==> config.mk <==
export PLATFORM = sky130hd
export DESIGN_NAME = dcache_axi_bridge
export DESIGN_NICKNAME = d
export VERILOG_FILES = /design/src/rtl/dcache_axi_bridge.sv
export SDC_FILE = /design/constraint.sdc
export NUM_CORES = 1
export LEC_CHECK = 0
export CAP_MARGIN = 20
export CORE_AREA = 2 2 287 289
export CTS_BUF_LIST = sky130_fd_sc_hd__clkbuf_8
export CTS_CLUSTER_DIAMETER = 200
export DETAILED_ROUTE_END_ITERATION = 8
export DIE_AREA = 0 0 289 291
export GPL_ROUTABILITY_DRIVEN = 0
export SYNTH_ARGS = -nofsm -noshare
export SYNTH_HDL_FRONTEND = slang
export SYNTH_SLANG_ARGS = --single-unit
==> constraint.sdc <==
create_clock -name clk -period 4.51 [get_ports clk]
set_input_delay 0.902 -clock clk [delete_from_list [all_inputs] [get_ports clk]]
set_output_delay 0.902 -clock clk [all_outputs]
set_load 0.05 [all_outputs]
==> src/rtl/dcache_axi_bridge.sv <==
// dcache_axi_bridge
//   Responder end of the data-cache line refill / write-back interface.
//   One 8-word (32 B) line request from the dcache becomes a single AXI4
//   INCR burst on the memory bus. Completion is reported with a one-cycle
//   gnt pulse. err is valid with gnt.
//
// Ports
//   clk, rst          clock, synchronous active-high reset
//   req_addr          line address from the cache, bits [4:0] ignored
//   rd_req / wr_req   line read / write request, held until gnt
//   wr_line           line to write, word i = bits [32i+31:32i]
//   rd_line           returned line, same packing, valid from gnt
//   gnt, err          completion pulse, error flag (any non-OKAY response)
//   ar*/r*            AXI read address / read data channels
//   aw*/w*/b*         AXI write address / write data / write response channels
//
// state | meaning
// IDLE  | waiting for a request; a write wins over a simultaneous read
// RADDR | arvalid high until arready
// RDATA | rready high, collecting 8 read beats into rd_line
// WADDR | awvalid high until awready
// WDATA | wvalid high, streaming line_q word by word
// WRESP | bready high until bvalid
// GRANT | gnt/err for one cycle, then back to IDLE
module dcache_axi_bridge #(
  parameter logic [3:0]  AXI_ID     = 4'd1,
  parameter int unsigned LINE_WORDS = 8
) (
  input  logic         clk,
  input  logic         rst,
  input  logic [31:0]  req_addr,
  input  logic         rd_req,
  input  logic         wr_req,
  input  logic [255:0] wr_line,
  output logic [255:0] rd_line,
  output logic         gnt,
  output logic         err,
  output logic [3:0]   arid,
  output logic [31:0]  araddr,
  output logic [7:0]   arlen,
  output logic [2:0]   arsize,
  output logic [1:0]   arburst,
  output logic         arvalid,
  input  logic         arready,
  input  logic [3:0]   rid,
  input  logic [31:0]  rdata,
  input  logic [1:0]   rresp,
  input  logic         rlast,
  input  logic         rvalid,
  output logic         rready,
  output logic [3:0]   awid,
  output logic [31:0]  awaddr,
  output logic [7:0]   awlen,
  output logic [2:0]   awsize,
  output logic [1:0]   awburst,
  output logic         awvalid,
  input  logic         awready,
  output logic [31:0]  wdata,
  output logic [3:0]   wstrb,
  output logic         wlast,
  output logic         wvalid,
  input  logic         wready,
  input  logic [3:0]   bid,
  input  logic [1:0]   bresp,
  input  logic         bvalid,
  output logic         bready
);

  localparam logic [7:0] BURST_LEN = 8'(LINE_WORDS - 1);
  localparam logic [2:0] LAST_CNT  = 3'(LINE_WORDS - 1);

  typedef enum logic [2:0] {
    IDLE, RADDR, RDATA, WADDR, WDATA, WRESP, GRANT
  } state_t;

  state_t       state, state_nxt;
  logic [26:0]  addr_q;
  logic [255:0] line_q;
  logic [255:0] rd_line_q;
  logic [2:0]   cnt;
  logic         err_q;

  // IDs are fixed and only one transaction is ever outstanding, so the
  // returned IDs carry no information.
  logic unused_inputs;
  assign unused_inputs = ^{rid, bid, req_addr[4:0]};

  assign arid    = AXI_ID;
  assign araddr  = {addr_q, 5'b0};
  assign arlen   = BURST_LEN;
  assign arsize  = 3'b010;
  assign arburst = 2'b01;
  assign awid    = AXI_ID;
  assign awaddr  = {addr_q, 5'b0};
  assign awlen   = BURST_LEN;
  assign awsize  = 3'b010;
  assign awburst = 2'b01;
  assign wstrb   = 4'hF;
  assign wdata   = line_q[{cnt, 5'd0} +: 32];
  assign rd_line = rd_line_q;

  always_ff @(posedge clk) begin
    if (rst) state <= IDLE;
    else     state <= state_nxt;
  end

  always_comb begin
    state_nxt = state;
    arvalid   = 1'b0;
    rready    = 1'b0;
    awvalid   = 1'b0;
    wvalid    = 1'b0;
    wlast     = 1'b0;
    bready    = 1'b0;
    gnt       = 1'b0;
    err       = 1'b0;
    case (state)
      IDLE: begin
        if (wr_req)      state_nxt = WADDR;
        else if (rd_req) state_nxt = RADDR;
      end
      RADDR: begin
        arvalid = 1'b1;
        if (arready) state_nxt = RDATA;
      end
      RDATA: begin
        rready = 1'b1;
        // Either rlast or the beat count ends the burst; a slave that
        // forgets rlast cannot wedge the cache.
        if (rvalid && (rlast || cnt == LAST_CNT)) state_nxt = GRANT;
      end
      WADDR: begin
        awvalid = 1'b1;
        if (awready) state_nxt = WDATA;
      end
      WDATA: begin
        wvalid = 1'b1;
        wlast  = (cnt == LAST_CNT);
        if (wready && cnt == LAST_CNT) state_nxt = WRESP;
      end
      WRESP: begin
        bready = 1'b1;
        if (bvalid) state_nxt = GRANT;
      end
      GRANT: begin
        gnt       = 1'b1;
        err       = err_q;
        state_nxt = IDLE;
      end
      default: state_nxt = IDLE;
    endcase
  end

  always_ff @(posedge clk) begin
    if (rst) begin
      addr_q    <= '0;
      line_q    <= '0;
      rd_line_q <= '0;
      cnt       <= '0;
      err_q     <= 1'b0;
    end else begin
      case (state)
        IDLE: begin
          if (wr_req) begin
            addr_q <= req_addr[31:5];
            line_q <= wr_line;
          end else if (rd_req) begin
            addr_q <= req_addr[31:5];
          end
        end
        RADDR: if (arready) cnt <= '0;
        RDATA: begin
          if (rvalid) begin
            rd_line_q[{cnt, 5'd0} +: 32] <= rdata;
            cnt <= cnt + 3'd1;
            if (rresp != 2'b00) err_q <= 1'b1;
          end
        end
        WADDR: if (awready) cnt <= '0;
        WDATA: if (wready) cnt <= cnt + 3'd1;
        WRESP: if (bvalid && bresp != 2'b00) err_q <= 1'b1;
        GRANT: err_q <= 1'b0;
        default: ;
      endcase
    end
  end

endmodule

==> flow_summary.ini <==
[global_route]
grt_max_degree = 200
grt_antenna_before_repair = 13
grt_pass1_wl_mm = 126
grt_usage_pct = 19.8
gr-total-overflow = 0
grt_pass1_vias = 19900

[sta]
finalClockSkew_ns = 0.0682
drv_slew = 0
rsz0062_at_grt = no
slew_headroom_pct = 4.74
setup_tns_ns = 0
setup_viol = 0
min_period_ns = 4.14
max_freq_ghz = 0.241
hold_violations = 0
final.period_utilization_pct = 91.9
tightest_slew_ns = 1.43

[synth]
syn_inst = 2824
synth_cell_types = 45
syn_area_per_cell_um2 = 7.84
synth-main-ff-cell = dfxtp_1
synth_edf_count = 0
synthesis.area_um2 = 22100
synthArstFlopShare_pct = 0
ys_ff_latch = 546
yosysSeqAreaShare_pct = 49.4
yosys_warnings = 0

[run_status]
status = finished, final reports clean

[clock_network]
cts-root-buf = clkbuf_8
cts.path.max_buffers = 3
clkTransAtPathRegs_ns = 0.06
cts-buffers-inserted = 95
htreeDepth = 3
clock-sinks = 546
cts_tree = built
post_cts_resized = 0
worstSkewPairLatency_ns = 0.69
hold_buffers = 0

[drt]
top_layer_used = met5
wl_met1_mm = 33.7
drt-pass1-iter-count = 5
vias_per_cell = 4.62
drtIter0Drc = 1213
wl_mm = 87.5
route.vias.total = 21000
final_antenna_net_count = 0
routedWlPerCell_um = 19.2
wl_met3_mm = 8.65
wl_met2_mm = 42.5
drcViolationCount = 0

[die]
die_area_um2 = 84100
die_w_um = 289
design.core.area_um2 = 81200
num_rows = 105
io_pins = 740
initial_core_util_pct = 27.3
fp.dieH_um = 291

[final_layout]
layout_common_cells = nand2_1, clkdlybuf4s50_1, dfxtp_1
drive_gt1_share_pct = 7.77
mostFrequentLayoutCell = nand2_1
fin_cells = 4549
area_growth_pct = 42.2
layout.nets = 3755

[power_and_ir_drop]
power.leakage_uw = 0.0111
power.switching_uw = 5490
seqPwrFrac_pct = 38.7
pwr-share-comb_pct = 30.7
peakVddDrop_mv = 0.272
power_density_nw_per_um2 = 473
sw_frac_of_total_pct = 36.9
p_total_uw = 14900
clockPowerShare_pct = 30.6
p_int_uw = 9400

[worst_setup_path]
crit_required_ns = 3.61
setup.worst_path.end_class = output port
start_kind = register
cp.arrival_ns = 3.24
path_max_fanout = 39
path_class = reg -> out

[hold_path]
min_path_type = reg -> reg

[place]
portBuffers = 678
dp.cells = 4378
dp_hpwl_mm = 63.3

[run]
maxCapViolCount = 0
[final timing paths]
path | slack [ns] | from | depth (start not counted) | end
worst max-delay path | 0.37 | cnt[1]$_SDFFE_PP0P_ | 5 | wdata[6]
worst max register to register | 0.92 | cnt[0]$_SDFFE_PP0P_ | 8 | rd_line[147]$_SDFFE_PP0P_
worst min register to register | 0.45 | line_q[206]$_SDFFE_PP0P_ | 2 | line_q[206]$_SDFFE_PP0P_
worst min-delay path | 0.45 | line_q[206]$_SDFFE_PP0P_ | 2 | line_q[206]$_SDFFE_PP0P_
[cell type report]
cell class              instances  area [um2]
diodes                          2        5.00
clock buffers                 118        1620
clock inverters                50         267
fillers                      8487       49700
inverters                      10        42.5
multi-input cells            2026        9930
flip-flops and latches        546       10900
well taps                    1070        1340
repair buffers                727        7320
[through the flow]
stage	area [um2]	hold slack, ns	worst slack [ns]	utilization, %
final	31500	0.449	0.366	38.8
after global routing	31500	0.430	0.204	38.8
after CTS	31400	0.409	0.0513	38.7
after detailed placement	29600	0.443	0.847	36.4
after global placement	29600	0.439	0.839	36.4
after floorplan	22300	0.433	1.26	-
[cells in the mapped netlist (all sizes together) (3+ instances only)]
cell type	count	area, um2
nor2	100	375
nand2b	32	200
inv	9	33.8
mux4	64	1440
ha	7	87.6
nor2b	3	18.8
o21ai	194	971
dfxtp	546	10900
nor4	4	67.6
nand2	1180	4430
nor3	8	65.1
buf	134	890
a21oi	351	1760
nor3b	3	22.5
clkbuf	154	578
and2	3	18.8
[worst max-delay path: stages, from the launching register on]
cell and delay [ns]:
dfxtp_4 0.75, buf_4 0.35, mux4_2 0.32, nand2_1 0.24, nand2_1 0.08, clkdlybuf4s50_1 0.75
[sequential cells by signal, indices dropped and copies added (netlist names)]
name,count
addr_q,27
state,3
err_q,1
rd_line,256
cnt,3
line_q,256
[routing by layer]
layer	global-route usage, %	vias up
li1	-	10200
met1	22.4	9836
met2	34.0	764
met3	7.49	157
met4	6.69	16
met5	0	-
[cell families (layout without fill, tap and decap cells)]
group           Yosys count  after routing  synth area share, %
simple gates           1345           1345                 23.9
compound gates          560            560                 12.9
other cells               2             50               0.0339
fa+ha+maj                 7              7                0.396
mux                      66             66                 6.61
flops                   546            546                 49.4
buf+inv                 298            905                 6.80
[power groups by stage]
stage	Sequential [uW]	Combinational, uW	Clock (uW)
after floorplan	6030	2760	0
after global placement	5870	4540	0
after detailed placement	5890	4580	0
after CTS	5790	4590	4690
after global routing	5830	4920	4910
final	5770	4560	4560
[timing repair]
item                                    in CTS  in global routing
hold endpoints to repair                     0                  0
endpoints found under the setup margin       0                  4
buffers inserted                             0                  1
Note: power is estimated with default switching activity, not from simulation.
